### config.mk
export PLATFORM = sky130hd
export DESIGN_NAME = peripheral_apb4_arbiter_flat
export DESIGN_NICKNAME = d
export VERILOG_FILES = /design/src/rtl/peripheral_apb4_arbiter_if.sv /design/src/rtl/peripheral_apb4_arbiter.sv /design/src/flat_wrapper.sv
export SDC_FILE = /design/constraint.sdc
export NUM_CORES = 1
export LEC_CHECK = 0
export BUFFER_PORTS_ARGS = -buffer_cell sky130_fd_sc_hd__buf_4
export CAP_MARGIN = 20
export CELL_PAD_IN_SITES_DETAIL_PLACEMENT = 0
export CELL_PAD_IN_SITES_GLOBAL_PLACEMENT = 1
export CORE_ASPECT_RATIO = 0.7
export CORE_MARGIN = 2
export CORE_UTILIZATION = 33
export DETAILED_ROUTE_END_ITERATION = 7
export PLACE_DENSITY = 0.87
export SYNTH_ARGS = -nofsm -noshare
export SYNTH_HDL_FRONTEND = slang
export SYNTH_SLANG_ARGS = --single-unit
### constraint.sdc
create_clock -name PCLK -period 2.19 [get_ports PCLK]
set_input_delay 0.3285 -clock PCLK [delete_from_list [all_inputs] [get_ports PCLK]]
set_output_delay 0.3285 -clock PCLK [all_outputs]
set_load 0.02 [all_outputs]
### src/rtl/peripheral_apb4_arbiter_if.sv
// Requester-side and APB4-side signal bundle for the APB4 arbiter.
interface peripheral_apb4_arbiter_if #(
    parameter int unsigned N_REQ      = 4,
    parameter int unsigned PADDR_SIZE = 10,
    parameter int unsigned PDATA_SIZE = 8
);
    localparam int unsigned SW = PDATA_SIZE / 8;

    // requester side
    logic [N_REQ-1:0]            req;
    logic [N_REQ*PADDR_SIZE-1:0] req_addr;
    logic [N_REQ-1:0]            req_write;
    logic [N_REQ*PDATA_SIZE-1:0] req_wdata;
    logic [N_REQ*SW-1:0]         req_strb;
    logic [N_REQ*3-1:0]          req_prot;
    logic [N_REQ-1:0]            ack;
    logic [PDATA_SIZE-1:0]       rdata;
    logic                        err;

    // APB4 side
    logic                        PSEL;
    logic                        PENABLE;
    logic                        PWRITE;
    logic [PADDR_SIZE-1:0]       PADDR;
    logic [PDATA_SIZE-1:0]       PWDATA;
    logic [SW-1:0]               PSTRB;
    logic [2:0]                  PPROT;
    logic [PDATA_SIZE-1:0]       PRDATA;
    logic                        PREADY;
    logic                        PSLVERR;

    // arbiter view: serves requesters, masters the APB bus
    modport master (
        input  req, req_addr, req_write, req_wdata, req_strb, req_prot,
        output ack, rdata, err,
        output PSEL, PENABLE, PWRITE, PADDR, PWDATA, PSTRB, PPROT,
        input  PRDATA, PREADY, PSLVERR
    );

    // environment view: requesters plus APB completer
    modport slave (
        output req, req_addr, req_write, req_wdata, req_strb, req_prot,
        input  ack, rdata, err,
        input  PSEL, PENABLE, PWRITE, PADDR, PWDATA, PSTRB, PPROT,
        output PRDATA, PREADY, PSLVERR
    );
endinterface

### src/rtl/peripheral_apb4_arbiter.sv
// Round-robin arbiter funnelling N_REQ requesters onto one APB4 master port.
module peripheral_apb4_arbiter #(
    parameter int unsigned N_REQ      = 4,
    parameter int unsigned PADDR_SIZE = 10,
    parameter int unsigned PDATA_SIZE = 8,
    parameter int unsigned TIMEOUT    = 255
) (
    input logic                     PCLK,
    input logic                     PRESETn,
    peripheral_apb4_arbiter_if.master bus
);
    localparam int unsigned GW = $clog2(N_REQ);
    localparam int unsigned SW = PDATA_SIZE / 8;
    // the completing no-PREADY cycle is the one whose increment would reach TIMEOUT
    localparam logic [7:0]  TO_LAST = 8'(TIMEOUT - 1);

    typedef enum logic [1:0] {IDLE, SETUP, ACCESS} state_e;

    state_e                 state_q, state_d;
    logic                   psel_q, psel_d;
    logic                   penable_q, penable_d;
    logic                   pwrite_q, pwrite_d;
    logic [PADDR_SIZE-1:0]  paddr_q, paddr_d;
    logic [PDATA_SIZE-1:0]  pwdata_q, pwdata_d;
    logic [SW-1:0]          pstrb_q, pstrb_d;
    logic [2:0]             pprot_q, pprot_d;
    logic [N_REQ-1:0]       ack_q, ack_d;
    logic [PDATA_SIZE-1:0]  rdata_q, rdata_d;
    logic                   err_q, err_d;
    logic [7:0]             cnt_q, cnt_d;
    logic [GW-1:0]          last_q, last_d;
    logic [GW-1:0]          grant_q, grant_d;

    logic [PADDR_SIZE-1:0]  addr_a  [N_REQ];
    logic [PDATA_SIZE-1:0]  wdata_a [N_REQ];
    logic [SW-1:0]          strb_a  [N_REQ];
    logic [2:0]             prot_a  [N_REQ];
    logic [N_REQ-1:0]       elig_c;
    logic                   found_c;
    logic [GW-1:0]          pick_c;

    // unpack per-requester slices
    for (genvar g = 0; g < int'(N_REQ); g++) begin : g_slice
        assign addr_a[g]  = bus.req_addr[g*PADDR_SIZE +: PADDR_SIZE];
        assign wdata_a[g] = bus.req_wdata[g*PDATA_SIZE +: PDATA_SIZE];
        assign strb_a[g]  = bus.req_strb[g*SW +: SW];
        assign prot_a[g]  = bus.req_prot[g*3 +: 3];
    end

    // a requester being acked this cycle may not be re-granted
    assign elig_c = bus.req & ~ack_q;

    // round-robin search starting just after the last completed grant
    always_comb begin
        int unsigned idx;
        found_c = 1'b0;
        pick_c  = '0;
        idx     = 0;
        for (int unsigned off = 1; off <= N_REQ; off++) begin
            idx = 32'(last_q) + off;
            if (idx >= N_REQ) idx = idx - N_REQ;
            if (!found_c && elig_c[GW'(idx)]) begin
                found_c = 1'b1;
                pick_c  = GW'(idx);
            end
        end
    end

    // next-state and output logic
    always_comb begin
        logic done;
        state_d   = state_q;
        psel_d    = psel_q;
        penable_d = penable_q;
        pwrite_d  = pwrite_q;
        paddr_d   = paddr_q;
        pwdata_d  = pwdata_q;
        pstrb_d   = pstrb_q;
        pprot_d   = pprot_q;
        ack_d     = '0;
        rdata_d   = '0;
        err_d     = 1'b0;
        cnt_d     = cnt_q;
        last_d    = last_q;
        grant_d   = grant_q;
        done      = 1'b0;
        unique case (state_q)
            IDLE: begin
                if (found_c) begin
                    grant_d   = pick_c;
                    psel_d    = 1'b1;
                    penable_d = 1'b0;
                    pwrite_d  = bus.req_write[pick_c];
                    paddr_d   = addr_a[pick_c];
                    pwdata_d  = wdata_a[pick_c];
                    pstrb_d   = bus.req_write[pick_c] ? strb_a[pick_c] : '0;
                    pprot_d   = prot_a[pick_c];
                    state_d   = SETUP;
                end
            end
            SETUP: begin
                penable_d = 1'b1;
                cnt_d     = '0;
                state_d   = ACCESS;
            end
            ACCESS: begin
                if (bus.PREADY) begin
                    done    = 1'b1;
                    rdata_d = pwrite_q ? '0 : bus.PRDATA;
                    err_d   = bus.PSLVERR;
                end else if (cnt_q == TO_LAST) begin
                    done    = 1'b1;
                    err_d   = 1'b1;
                end else begin
                    cnt_d   = cnt_q + 8'd1;
                end
            end
            default: state_d = IDLE;
        endcase
        if (done) begin
            ack_d     = N_REQ'(1) << grant_q;
            psel_d    = 1'b0;
            penable_d = 1'b0;
            last_d    = grant_q;
            state_d   = IDLE;
        end
    end

    // state register; reset aborts any transfer without ack
    always_ff @(posedge PCLK or negedge PRESETn) begin
        if (!PRESETn) begin
            state_q   <= IDLE;
            psel_q    <= 1'b0;
            penable_q <= 1'b0;
            pwrite_q  <= 1'b0;
            paddr_q   <= '0;
            pwdata_q  <= '0;
            pstrb_q   <= '0;
            pprot_q   <= '0;
            ack_q     <= '0;
            rdata_q   <= '0;
            err_q     <= 1'b0;
            cnt_q     <= '0;
            last_q    <= GW'(N_REQ - 1);
            grant_q   <= '0;
        end else begin
            state_q   <= state_d;
            psel_q    <= psel_d;
            penable_q <= penable_d;
            pwrite_q  <= pwrite_d;
            paddr_q   <= paddr_d;
            pwdata_q  <= pwdata_d;
            pstrb_q   <= pstrb_d;
            pprot_q   <= pprot_d;
            ack_q     <= ack_d;
            rdata_q   <= rdata_d;
            err_q     <= err_d;
            cnt_q     <= cnt_d;
            last_q    <= last_d;
            grant_q   <= grant_d;
        end
    end

    assign bus.PSEL    = psel_q;
    assign bus.PENABLE = penable_q;
    assign bus.PWRITE  = pwrite_q;
    assign bus.PADDR   = paddr_q;
    assign bus.PWDATA  = pwdata_q;
    assign bus.PSTRB   = pstrb_q;
    assign bus.PPROT   = pprot_q;
    assign bus.ack     = ack_q;
    assign bus.rdata   = rdata_q;
    assign bus.err     = err_q;
endmodule

### src/flat_wrapper.sv
// flat-port wrapper written by rule: the top's interface ports become plain ports
module peripheral_apb4_arbiter_flat 
#(
    parameter int unsigned N_REQ      = 4,
    parameter int unsigned PADDR_SIZE = 10,
    parameter int unsigned PDATA_SIZE = 8,
    parameter int unsigned TIMEOUT    = 255
)
  (PCLK, PRESETn, bus_req, bus_req_addr, bus_req_write, bus_req_wdata, bus_req_strb, bus_req_prot, bus_ack, bus_rdata, bus_err, bus_PSEL, bus_PENABLE, bus_PWRITE, bus_PADDR, bus_PWDATA, bus_PSTRB, bus_PPROT, bus_PRDATA, bus_PREADY, bus_PSLVERR);
  peripheral_apb4_arbiter_if #(.N_REQ(N_REQ), .PADDR_SIZE(PADDR_SIZE), .PDATA_SIZE(PDATA_SIZE)) bus_i ();
  input logic PCLK;
  input logic PRESETn;
  input wire logic [$bits(bus_i.req)-1:0] bus_req;
  input wire logic [$bits(bus_i.req_addr)-1:0] bus_req_addr;
  input wire logic [$bits(bus_i.req_write)-1:0] bus_req_write;
  input wire logic [$bits(bus_i.req_wdata)-1:0] bus_req_wdata;
  input wire logic [$bits(bus_i.req_strb)-1:0] bus_req_strb;
  input wire logic [$bits(bus_i.req_prot)-1:0] bus_req_prot;
  output wire logic [$bits(bus_i.ack)-1:0] bus_ack;
  output wire logic [$bits(bus_i.rdata)-1:0] bus_rdata;
  output wire logic [$bits(bus_i.err)-1:0] bus_err;
  output wire logic [$bits(bus_i.PSEL)-1:0] bus_PSEL;
  output wire logic [$bits(bus_i.PENABLE)-1:0] bus_PENABLE;
  output wire logic [$bits(bus_i.PWRITE)-1:0] bus_PWRITE;
  output wire logic [$bits(bus_i.PADDR)-1:0] bus_PADDR;
  output wire logic [$bits(bus_i.PWDATA)-1:0] bus_PWDATA;
  output wire logic [$bits(bus_i.PSTRB)-1:0] bus_PSTRB;
  output wire logic [$bits(bus_i.PPROT)-1:0] bus_PPROT;
  input wire logic [$bits(bus_i.PRDATA)-1:0] bus_PRDATA;
  input wire logic [$bits(bus_i.PREADY)-1:0] bus_PREADY;
  input wire logic [$bits(bus_i.PSLVERR)-1:0] bus_PSLVERR;
  assign bus_i.req = bus_req;
  assign bus_i.req_addr = bus_req_addr;
  assign bus_i.req_write = bus_req_write;
  assign bus_i.req_wdata = bus_req_wdata;
  assign bus_i.req_strb = bus_req_strb;
  assign bus_i.req_prot = bus_req_prot;
  assign bus_ack = bus_i.ack;
  assign bus_rdata = bus_i.rdata;
  assign bus_err = bus_i.err;
  assign bus_PSEL = bus_i.PSEL;
  assign bus_PENABLE = bus_i.PENABLE;
  assign bus_PWRITE = bus_i.PWRITE;
  assign bus_PADDR = bus_i.PADDR;
  assign bus_PWDATA = bus_i.PWDATA;
  assign bus_PSTRB = bus_i.PSTRB;
  assign bus_PPROT = bus_i.PPROT;
  assign bus_i.PRDATA = bus_PRDATA;
  assign bus_i.PREADY = bus_PREADY;
  assign bus_i.PSLVERR = bus_PSLVERR;
  peripheral_apb4_arbiter #(.N_REQ(N_REQ), .PADDR_SIZE(PADDR_SIZE), .PDATA_SIZE(PDATA_SIZE), .TIMEOUT(TIMEOUT)) u_core (.PCLK(PCLK), .PRESETn(PRESETn), .bus(bus_i));
endmodule
==> results of run 1 <==
==> stage by stage <==
stage          setup slack (ps)  std cells  area (sq um)
6_report                    272        510          4120
3_3_place_gp                333        502          3980
2_1_floorplan               424        262          2810
5_1_grt                     192        510          4120
4_1_cts                     307        510          4120
3_5_place_dp                287        502          3980
==> cell usage in the layout (no fill, tap or decap), drive strengths merged, types with 2 or more instances in the layout <==
cell type / synthesis / final
nand2: 42 / 42
o21ai: 5 / 5
a22oi: 2 / 2
dfstp: 2 / 2
nand2b: 4 / 4
o22ai: 2 / 2
buf: 13 / 150
o221ai: 23 / 23
nor2b: 6 / 6
mux2i: 46 / 46
ha: 2 / 2
a21oi: 9 / 9
nor3: 2 / 2
nor4: 2 / 2
mux2: 3 / 3
and3: 2 / 2
o31ai: 2 / 2
and2: 10 / 10
nor3b: 2 / 2
nand3: 3 / 3
inv: 7 / 7
clkbuf: 2 / 8
dfrtp: 50 / 50
nor2: 8 / 8
==> sequential cells by signal (all words and copies together) (netlist names), 2 cells and up <==
register           cells
u_core.bus.PADDR      10
u_core.bus.PPROT       3
u_core.bus.PWDATA      8
u_core.bus.ack         4
u_core.bus.rdata       8
u_core.cnt_q           8
u_core.grant_q         2
u_core.last_q          2
u_core.state_q         2
==> path summary, 6_finish.rpt <==
| path | end | start | depth (start not counted) | slack [ps] |
|---|---|---|---|---|
| setup / recovery | u_core.bus.PPROT[2]$_DFFE_PN0P_ | u_core.last_q[0]$_DFFE_PN1P_ | 6 | 270 |
| min in group PCLK | u_core.bus.rdata[0]$_DFF_PN0_ | bus_PRDATA[0] | 2 | 250 |
| hold / removal | u_core.bus.rdata[4]$_DFF_PN0_ | PRESETn | 1 | 70 |
| hold reg to reg | u_core.cnt_q[7]$_DFFE_PN0P_ | u_core.cnt_q[7]$_DFFE_PN0P_ | 1 | 480 |
| max in group asynchronous | u_core.bus.PSTRB$_DFFE_PN0P_ | PRESETn | 1 | 1680 |
| setup reg to reg | u_core.bus.PPROT[2]$_DFFE_PN0P_ | u_core.last_q[0]$_DFFE_PN1P_ | 6 | 270 |
==> power groups by stage <==
| stage | logic (uW) | clock network [uW] | registers, uW |
|---|---|---|---|
| 2_1_floorplan | 1380 | 0 | 1820 |
| 3_3_place_gp | 2400 | 0 | 1590 |
| 3_5_place_dp | 2470 | 0 | 1600 |
| 4_1_cts | 2470 | 815 | 1590 |
| 5_1_grt | 2670 | 855 | 1640 |
| 6_report | 2450 | 787 | 1580 |
==> routing by layer <==
layer | vias up | GRT usage | routed length, microns
li1 | 1236 | - | -
met1 | 1198 | 0.218 | 3480
met2 | 88 | 0.260 | 3560
met3 | 7 | 0.0448 | 510
met4 | 0 | 0.0463 | 84
met5 | - | 0 | 0
==> kinds of logic (layout without fill, tap and decap cells) <==
family	after synthesis	count (layout)	synth area share
compound gates	49	49	0.138
flops	52	52	0.464
simple gates	86	86	0.156
buf+inv	22	165	0.0512
mux	49	49	0.176
fa+ha+maj	2	2	0.00890
xor+xnor	2	2	0.00623
==> critical path: stages, from the launching register on <==
cell	delay, ps
dfstp_2	580
nor2b_1	60
a22oi_1	190
o211a_2	260
buf_12	250
mux2i_1	270
o221ai_1	160
==> area by class of cell <==
type                    instances  area (sq um)  share of cell area
multi-input cells             188          1360               0.331
flip-flops and latches         52          1300               0.316
repair buffers                150          1150               0.279
clock buffers                   8           146              0.0355
well taps                     105           131              0.0319
inverters                       7          26.3             0.00638
==> results.md, run 1 <==
- Register area share after synthesis: 0.464
- Post-Route Skew: roughly 5.2 ps
- CP startpoint kind: flop
- Final setup fails: 0
- Root buffer cell: clkbuf_16
- Number of distinct library cells after synthesis: 48
- Comb pwr share: 0.508
- EDFF count, synth: 0
- I/O Pins: 146
- Die W: ~110 microns
- Global route overflow: 0
- Max-slew violations: 0
- Critical Path End Type: flop
- DIE HEIGHT: around 81 microns
- Seq pwr share: 0.328
- Synth Register Bits: 52
- Post-synth top area cell: dfrtp_1
- Setup TNS: 0 ps
- Core area: 8370 sq um
- Die area: 9280 sq um
- Top-count cell post-synth: dfrtp_1
- Leak pwr: around 0.0021 uW
- Largest net degree at the start of global routing: 53
- Top cells by area, synth: dfrtp_1 (45%), mux2i_1 (16%), o221ai_1 (7.2%)
- Area grow syn2layout: 46.7%
- DR DRC count: 0
- Arrival time worst endpoint: 2070 ps
- Inserted Clock Buffers: 5
- WL per Instance: 15.0 microns
- Worst-path clk slew: 70 ps
- Syn avg cell area: 10.7 sq um
- Tightest Pin Transition: 743 ps
- Fin crit period: between 1500 and 2000 ps
- Outcome: completed
- CTS tree: done
- CTS H-tree depth: 2
- IO buf count: 145
- Final #Nets: 514
- # fillers: slightly below 800
- Switch Pwr: 1930 uW
- DR vias: 2529
- Post_cts resized: 0
- Top cells by instance count after synthesis: dfrtp_1 (50), mux2i_1 (46), nand2_1 (42)
- Top-area cell type share of the netlist area: 0.445
- Pint: 2890 uW
- Antenna violations before repair: 0
- Synthesized instance count: between 200 and 300
- Critical path required time: between 2000 and 2500 ps
- Post-Syn Nets: 372
- Via/cell ratio: between 4 and 5
- Worst rel slew slack: 0.504
- Post-CTS setup buffer count: 0
- Hold slack: 72.5 ps
- Antenna diodes: 0
- Synth Flop Type: dfrtp_1
- Post-layout power: 4820 uW
- Yosys Warn Count: 0
- DRT antenna net count: 0
- Mapped Area: 2810 sq um
- TritonRoute pass-1 iters: 4
- Ys async rst share: 1.00
- Wirelength, routed: about 7.6 mm
- RSZ-0062 raised after global routing: no
- CP max FO: 32
- Peak supply drop: 0.600 mV
- Rows: 28
- Switch share: 0.401
- Crit Path Category: flop to flop
- DP HPWL: 5.84 mm
- Final hold violation count: 0
- Worst-Skew Late Latency: 290 ps
- Initial Util: 0.336
- P per Cell Area: approximately 1200 nW/um^2
- Fraction of layout cells with a size suffix above 1: 0.415
- Fmax achieved: approximately 520 MHz
- CTS Sinks: 52
- CTS Buffer Depth: 2
- Placer Congestion: 0.787
- Number of global-route vias before repair: ~2.4k
- Clk network pwr share: 0.163
- Final period util: 0.876
- Detailed Route Iter0 Violations: 105
- Post-layout util: 0.492
- Hold Buf Count CTS: 0
- Hold crit path type: primary input to async pin
- First-pass GRT wire length: 11.8 mm
- Max-cap violations: 0
- Gr usage total: 0.163
No activity file was read; power rests on OpenSTA's default activity.
==> run 2: changes to the inputs <==
--- a/config.mk
+++ b/config.mk
@@ -11,9 +11,9 @@
 export CELL_PAD_IN_SITES_GLOBAL_PLACEMENT = 1
 export CORE_ASPECT_RATIO = 0.7
 export CORE_MARGIN = 2
-export CORE_UTILIZATION = 33
+export CORE_UTILIZATION = 30
 export DETAILED_ROUTE_END_ITERATION = 7
-export PLACE_DENSITY = 0.87
+export PLACE_DENSITY = 0.83
 export SYNTH_ARGS = -nofsm -noshare
 export SYNTH_HDL_FRONTEND = slang
 export SYNTH_SLANG_ARGS = --single-unit
==> constraint.sdc (replaced) <==
create_clock -name PCLK -period 1.7 [get_ports PCLK]
set_input_delay 0.255 -clock PCLK [delete_from_list [all_inputs] [get_ports PCLK]]
set_output_delay 0.255 -clock PCLK [all_outputs]
set_load 0.02 [all_outputs]
==> run 2 against run 1 <==
The flow now finishes with violations (setup timing). Cell count grew 10%. Combinational power is 66% higher. Clock power up 47%. Clock-buffer cell count decreased by 3. Clock skew is 0.95 ps lower. Sequential cell count unchanged. Critical path type unchanged. Largest cell class is now buffers.
==> results.md, run 2 (synthesis gave the netlist of run 1 again) <==
- Outcome: finished, violations left
- Failing checks: setup timing
- Crit Path Category: flop to flop
- Hold Path Sink: u_core.bus.rdata[0]$_DFF_PN0_
- DR vias: 2728 (+7.9%)
- Critical path required time: 1910 ps (-430 ps)
- Storage cell area: 1310 sq um (+0.29%)
- CTS tree: done
- DR DRC count: 0 (unchanged)
- Final hold violation count: 0 (unchanged)
- DRT antenna net count: 0 (unchanged)
- Placer Congestion: 0.782 (-0.60%)
- Max-slew violations: 0 (unchanged)
- Hold Path Stages: 2
- First-pass GRT wire length: 13.3 mm (+12%)
- Critical Path End Type: flop
- Rows: 29 (+3.6%)
- Leak pwr: 0.00234 uW (+11%)
- Tightest Pin Transition: 374 ps (-369 ps)
- Via/cell ratio: 4.86 (-1.9%)
- Root buffer cell: clkbuf_16
- DP HPWL: 5.97 mm (+2.1%)
- Wirelength, routed: 8.65 mm (+13%)
- CP max FO: 6 (-81%)
- Largest net degree at the start of global routing: 30 (-43%)
- Post-Route Skew: 4.29 ps (-0.948 ps)
- R2R Path Start: u_core.last_q[1]$_DFFE_PN1P_
- Final period util: 1.05 (+0.176)
- Post-layout power: 7200 uW (+49%)
- Antenna violations before repair: 0 (unchanged)
- DIE HEIGHT: 85.0 microns (+4.6%)
- Final #Nets: 546 (+6.2%)
- Inserted Clock Buffers: 5 (unchanged)
- Die W: 120 microns (+4.7%)
- Worst R2R Path Depth: 6 (unchanged)
- Fin crit period: 1790 ps (-130 ps)
- I/O Pins: 146 (unchanged)
- Largest register FFs: 10 (unchanged)
- CP startpoint kind: flop
- Peak supply drop: 0.627 mV (+4.5%)
- CTS Sinks: 52 (unchanged)
- Die area: 10200 sq um (+9.6%)
- Initial Util: 0.310 (-0.0258)
- RSZ-0062 raised after global routing: yes
- Hold_sp: bus_PRDATA[0]
- Final setup fails: 23 (+23)
- Post-layout util: 0.513 (+0.0209)
- Max-cap violations: 0 (unchanged)
- Multi-input gate area: 1490 sq um (+9.1%)
- RR Endpoint: u_core.bus.PSTRB$_DFFE_PN0P_
- Worst slack at placement: -90.4 ps (-378 ps)
- IO buf count: 145 (unchanged)
- CTS H-tree depth: 2 (unchanged)
- Antenna diodes: 0 (unchanged)
- Fmax achieved: 559 MHz (+7.3%)
- Worst-Skew Late Latency: 290 ps (about the same)
- Worst-path clk slew: 70 ps (about the same)
- Final worst setup slack: -88.2 ps (-360 ps)
- Commonest non-fill, non-tap cell in the layout: buf_4
- Detailed Route Iter0 Violations: 130 (+24%)
- Worst rel slew slack: 0.750 (+0.246)
- Fraction of layout cells with a size suffix above 1: 0.508 (+0.0932)
- P per Cell Area: 1550 nW/um^2 (+32%)
- Number of global-route vias before repair: 2785 (+15%)
- Hold crit path type: primary input to flop
- WL per Instance: 15.4 microns (+2.9%)
- Global route overflow: 0 (unchanged)
- TritonRoute pass-1 iters: 4 (unchanged)
- CTS Buffer Depth: 2 (unchanged)
- Arrival time worst endpoint: 2000 ps (-70 ps)
- Area grow syn2layout: 65.6%
- Core area: 9070 sq um (+8.3%)
- Commonest non-fill, non-tap cells in the layout: buf_4 (167), dfrtp_1 (47), mux2i_1 (42)
- # fillers: 828 (+6.0%)
- Gr usage total: 0.162 (-0.000900)
- Register-to-register setup slack: -90 ps (-360 ps)
## run 2: changes by cell type in the layout (fill, tap and decap cells not counted), sizes merged
cell         before  now
buf             150  180
clkbuf            8    6
bufinv            0    1
clkinvlp          0    1
dlygate4sd3       0    1
clkinv            0    1
## run 2: timing repair
action | 4_1_cts | 5_1_grt
pin swaps | 12 | 7
cloned | 3 | 2
setup buffers | 6 | 1
gates resized for setup | 13 | 19
setup endpoints to repair | 25 | 30
hold endpoints to repair | 21 | 0
hold buffers | 1 | 0
## run 2: metal layers
layer,vias up,share of wire,track usage
met5,-,0,0
met4,0,0.0098,0.0439
met3,9,0.061,0.0282
met2,106,0.47,0.277
met1,1310,0.46,0.212
li1,1303,-,-
## run 2: through the flow
stage               cell area, sq um  hold slack [ps]  std cells  setup TNS (ps)
detailed placement              4200              194        542           -1480
floorplan                       2820            -40.6        262               0
global route                    4650              173        561           -3330
finish                          4650              169        561            -966
CTS                             4560              166        560           -1830
global placement                4200              180        542            -544
## run 2: worst max-delay path by stage
stage	slack [ps]	cells after the start	endpoint	start
after floorplan	5	7	u_core.bus.PADDR[0]$_DFFE_PN0P_	u_core.bus.ack[3]$_DFF_PN0_
after global placement	-60	6	u_core.bus.PSTRB$_DFFE_PN0P_	u_core.last_q[0]$_DFFE_PN1P_
after detailed placement	-90	6	u_core.bus.PADDR[6]$_DFFE_PN0P_	u_core.last_q[1]$_DFFE_PN1P_
after CTS	-100	7	u_core.bus.PADDR[7]$_DFFE_PN0P_	u_core.last_q[0]$_DFFE_PN1P_
after global routing	-190	7	u_core.bus.PWDATA[1]$_DFFE_PN0P_	u_core.last_q[0]$_DFFE_PN1P_
final	-90	6	u_core.bus.PSTRB$_DFFE_PN0P_	u_core.last_q[1]$_DFFE_PN1P_
## run 2: layout make-up
class	count	area share
timing repair buffer	182	0.325
clock buffer	5	0.0269
multi-input combinational	188	0.319
tap	124	0.0333
sequential	52	0.281
inverter	7	0.00565
clock inverter	3	0.00914
## run 2: where the power goes
part           leakage, uW  internal [uW]  total, uW  switching [uW]
sequential        0.000663           1680       1970             286
clock            0.0000798            693       1160             467
combinational      0.00159           2050       4070            2020
total              0.00234           4430       7200            2770
## run 2: worst max-delay path: stages (launching register included)
cell      delay [ps]
dfstp_2          580
buf_4            130
xor2_2           140
a22oi_2          100
a21oi_4          250
mux2_4           330
o221ai_2         180
==> run 3: changes to the inputs <==
--- a/config.mk
+++ b/config.mk
@@ -13,6 +13,7 @@
 export CORE_MARGIN = 2
 export CORE_UTILIZATION = 30
 export DETAILED_ROUTE_END_ITERATION = 7
+export MAX_ROUTING_LAYER = met4
 export PLACE_DENSITY = 0.83
 export SYNTH_ARGS = -nofsm -noshare
 export SYNTH_HDL_FRONTEND = slang
==> run 3 against run 2 <==
The flow still finishes with violations (setup timing). Non-clock buffer count rose by 1. Combinational power rose by 5.7%. Die area did not move. Fmax fell by 1.8%. Clock-buffer cell count did not move. Critical endpoint is now u_core.bus.PWRITE$_DFFE_PN0P_. Largest cell class is now multi-input combinational cells. Largest power group unchanged.
==> results.md, run 3 (synthesis gave the netlist of run 1 again) <==
- Antenna diodes: 0 (unchanged)
- Commonest non-fill, non-tap cell in the layout: buf_4
- Seq pwr share: 0.266 (-0.008)
- CTS tree: done
- DP HPWL: 5.97 mm (unchanged)
- Hold crit path type: primary input to flop
- I/O Pins: 146 (unchanged)
- Placed Cells: 542 (unchanged)
- Post-layout util: 0.523 (+0.00966)
- Fraction of layout cells with a size suffix above 1: 0.543 (+0.0354)
- Arrival time worst endpoint: 1970 ps (-30 ps)
- CP startpoint kind: flop
- Area grow syn2layout: 68.7%
- Final std cells w/o fill: 562 (+0.18%)
- Worst rel slew slack: 0.765 (+0.0150)
- RSZ-0062 raised after global routing: yes
- Inserted Clock Buffers: 5 (unchanged)
- CP max FO: 6 (unchanged)
- Pint: 4540 uW (+2.4%)
- Failing checks: setup timing
- WL per Instance: 15.7 microns (+1.6%)
- Fin crit period: 1820 ps (+32.7 ps)
- DIE HEIGHT: 85.0 microns (unchanged)
- Final hold violation count: 0 (unchanged)
- Worst-Skew Late Latency: 290 ps (about the same)
- Die area: 10200 sq um (unchanged)
- Critical Path End Type: flop
- Hold Path Stages: 2 (unchanged)
- Global route overflow: 0 (unchanged)
- Commonest non-fill, non-tap cells in the layout: buf_4 (167), dfrtp_1 (47), nand2_1 (40), mux2i_1 (40), o221ai_1 (12)
- Fmax achieved: 549 MHz (-1.8%)
- Initial Util: 0.310 (unchanged)
- Detailed Route Iter0 Violations: 138 (+6.2%)
- Switch share: 0.390 (+0.00493)
- Outcome: finished, violations left
- CTS Sinks: 52 (unchanged)
- Wirelength, routed: 8.80 mm (+1.7%)
- Root buffer cell: clkbuf_16
- Largest register FFs: 10 (unchanged)
- Comb pwr share: 0.578 (+0.013)
- Final period util: 1.07 (+0.0193)
- Via/cell ratio: 4.87 (+0.22%)
- Placed cell areas: 4200 sq um (unchanged)
- Max-slew violations: 0 (unchanged)
- IO buf count: 145 (unchanged)
- DRT antenna net count: 0 (unchanged)
- Final setup fails: 23 (unchanged)
- Worst R2R Path Depth: 7 (+1)
- TritonRoute pass-1 iters: 4 (unchanged)
- DR vias: 2739 (+0.40%)
- Placer Congestion: 0.793 (+1.4%)
- Number of global-route vias before repair: 2785 (unchanged)
- Final worst setup slack: -121 ps (-32.7 ps)
- Max-cap violations: 0 (unchanged)
- Critical path required time: 1850 ps (-60 ps)
- Worst-path clk slew: 70 ps (about the same)
- Leak pwr: 0.00235 uW (+0.62%)
- Final Cell Area: 4740 sq um (+1.9%)
- Crit Path Category: flop to flop
- CTS H-tree depth: 2 (unchanged)
- Switch Pwr: 2900 uW (+4.5%)
- Post-Route Skew: 3.67 ps (-0.616 ps)
- CTS Buffer Depth: 2 (unchanged)
- P per Cell Area: 1570 nW/um^2 (+1.3%)
- Clk network pwr share: 0.156 (-0.005)
- Die W: 120 microns (unchanged)
- Final #Nets: 547 (+0.18%)
- Rows: 29 (unchanged)
- Peak supply drop: 0.693 mV (+11%)
- Largest net degree at the start of global routing: 30 (unchanged)
- DR DRC count: 0 (unchanged)
- Tightest Pin Transition: 351 ps (-22.5 ps)
- Antenna violations before repair: 0 (unchanged)
- First-pass GRT wire length: 13.3 mm (unchanged)
- Core area: 9070 sq um (unchanged)
- Gr usage total: 0.167 (+0.00515)
- Setup TNS: -1420 ps (-456 ps)
[run 3: cell count changes in the layout (fill, tap and decap cells not counted), sizes merged]
cell / change
clkbuf: +1
[run 3: final timing paths]
kind,start,endpoint,slack [ps]
max,u_core.last_q[1]$_DFFE_PN1P_,u_core.bus.PWRITE$_DFFE_PN0P_,-120
min,bus_PRDATA[0],u_core.bus.rdata[0]$_DFF_PN0_,170
max reg2reg,u_core.last_q[1]$_DFFE_PN1P_,u_core.bus.PWRITE$_DFFE_PN0P_,-120
min reg2reg,u_core.bus.PADDR[2]$_DFFE_PN0P_,u_core.bus.PADDR[2]$_DFFE_PN0P_,490
max in group asynchronous,PRESETn,u_core.bus.PADDR[5]$_DFFE_PN0P_,820
min in group asynchronous,PRESETn,u_core.bus.rdata[6]$_DFF_PN0_,410
[run 3: final cells by class]
type	count	area, sq um
Sequential cell	52	1310
Tap cell	124	155
Clock inverter	3	42.5
Clock buffer	5	125
Fill cell	826	4330
Inverter	7	26.3
Timing Repair Buffer	183	1520
Multi-Input combinational cell	188	1560
[run 3: metal layers]
metal | vias up | share of wire | global-route usage
met5 | - | 0 | -
met4 | 0 | 0.0097 | 0.0439
met3 | 9 | 0.052 | 0.0262
met2 | 101 | 0.48 | 0.277
met1 | 1324 | 0.46 | 0.214
li1 | 1305 | - | -
[run 3: critical path, cell delays in order (launching register included)]
cell and delay (ps):
dfstp_2 590, buf_4 140, xor2_2 140, a22oi_2 100
a21oi_4 250, buf_6 140, mux2i_1 180, o221ai_1 150
[run 3: power by group through the flow]
stage,combinational (uW),clock [uW],sequential (uW)
after floorplan,1790,0,2340
after global placement,3430,0,1980
after detailed placement,3500,0,1990
after CTS,3990,1200,1970
after global routing,4620,1240,2030
final,4300,1160,1980
[run 3: what timing repair did]
action	in CTS	in global routing
setup buffers	6	1
hold endpoints to repair	21	0
hold buffers	1	0
gates resized for setup	13	36
gates cloned	3	3
pin swaps	12	7
endpoints found under the setup margin	25	30
[run 3: metrics by stage]
| step | setup slack [ps] | total power (uW) | hold WS, ps |
|---|---|---|---|
| finish | -121 | 7430 | 169 |
| global route | -190 | 7890 | 173 |
| CTS | -102 | 7160 | 166 |
| global placement | -55.8 | 5410 | 180 |
| floorplan | 4.98 | 4130 | -40.6 |
| detailed placement | -90.4 | 5490 | 194 |
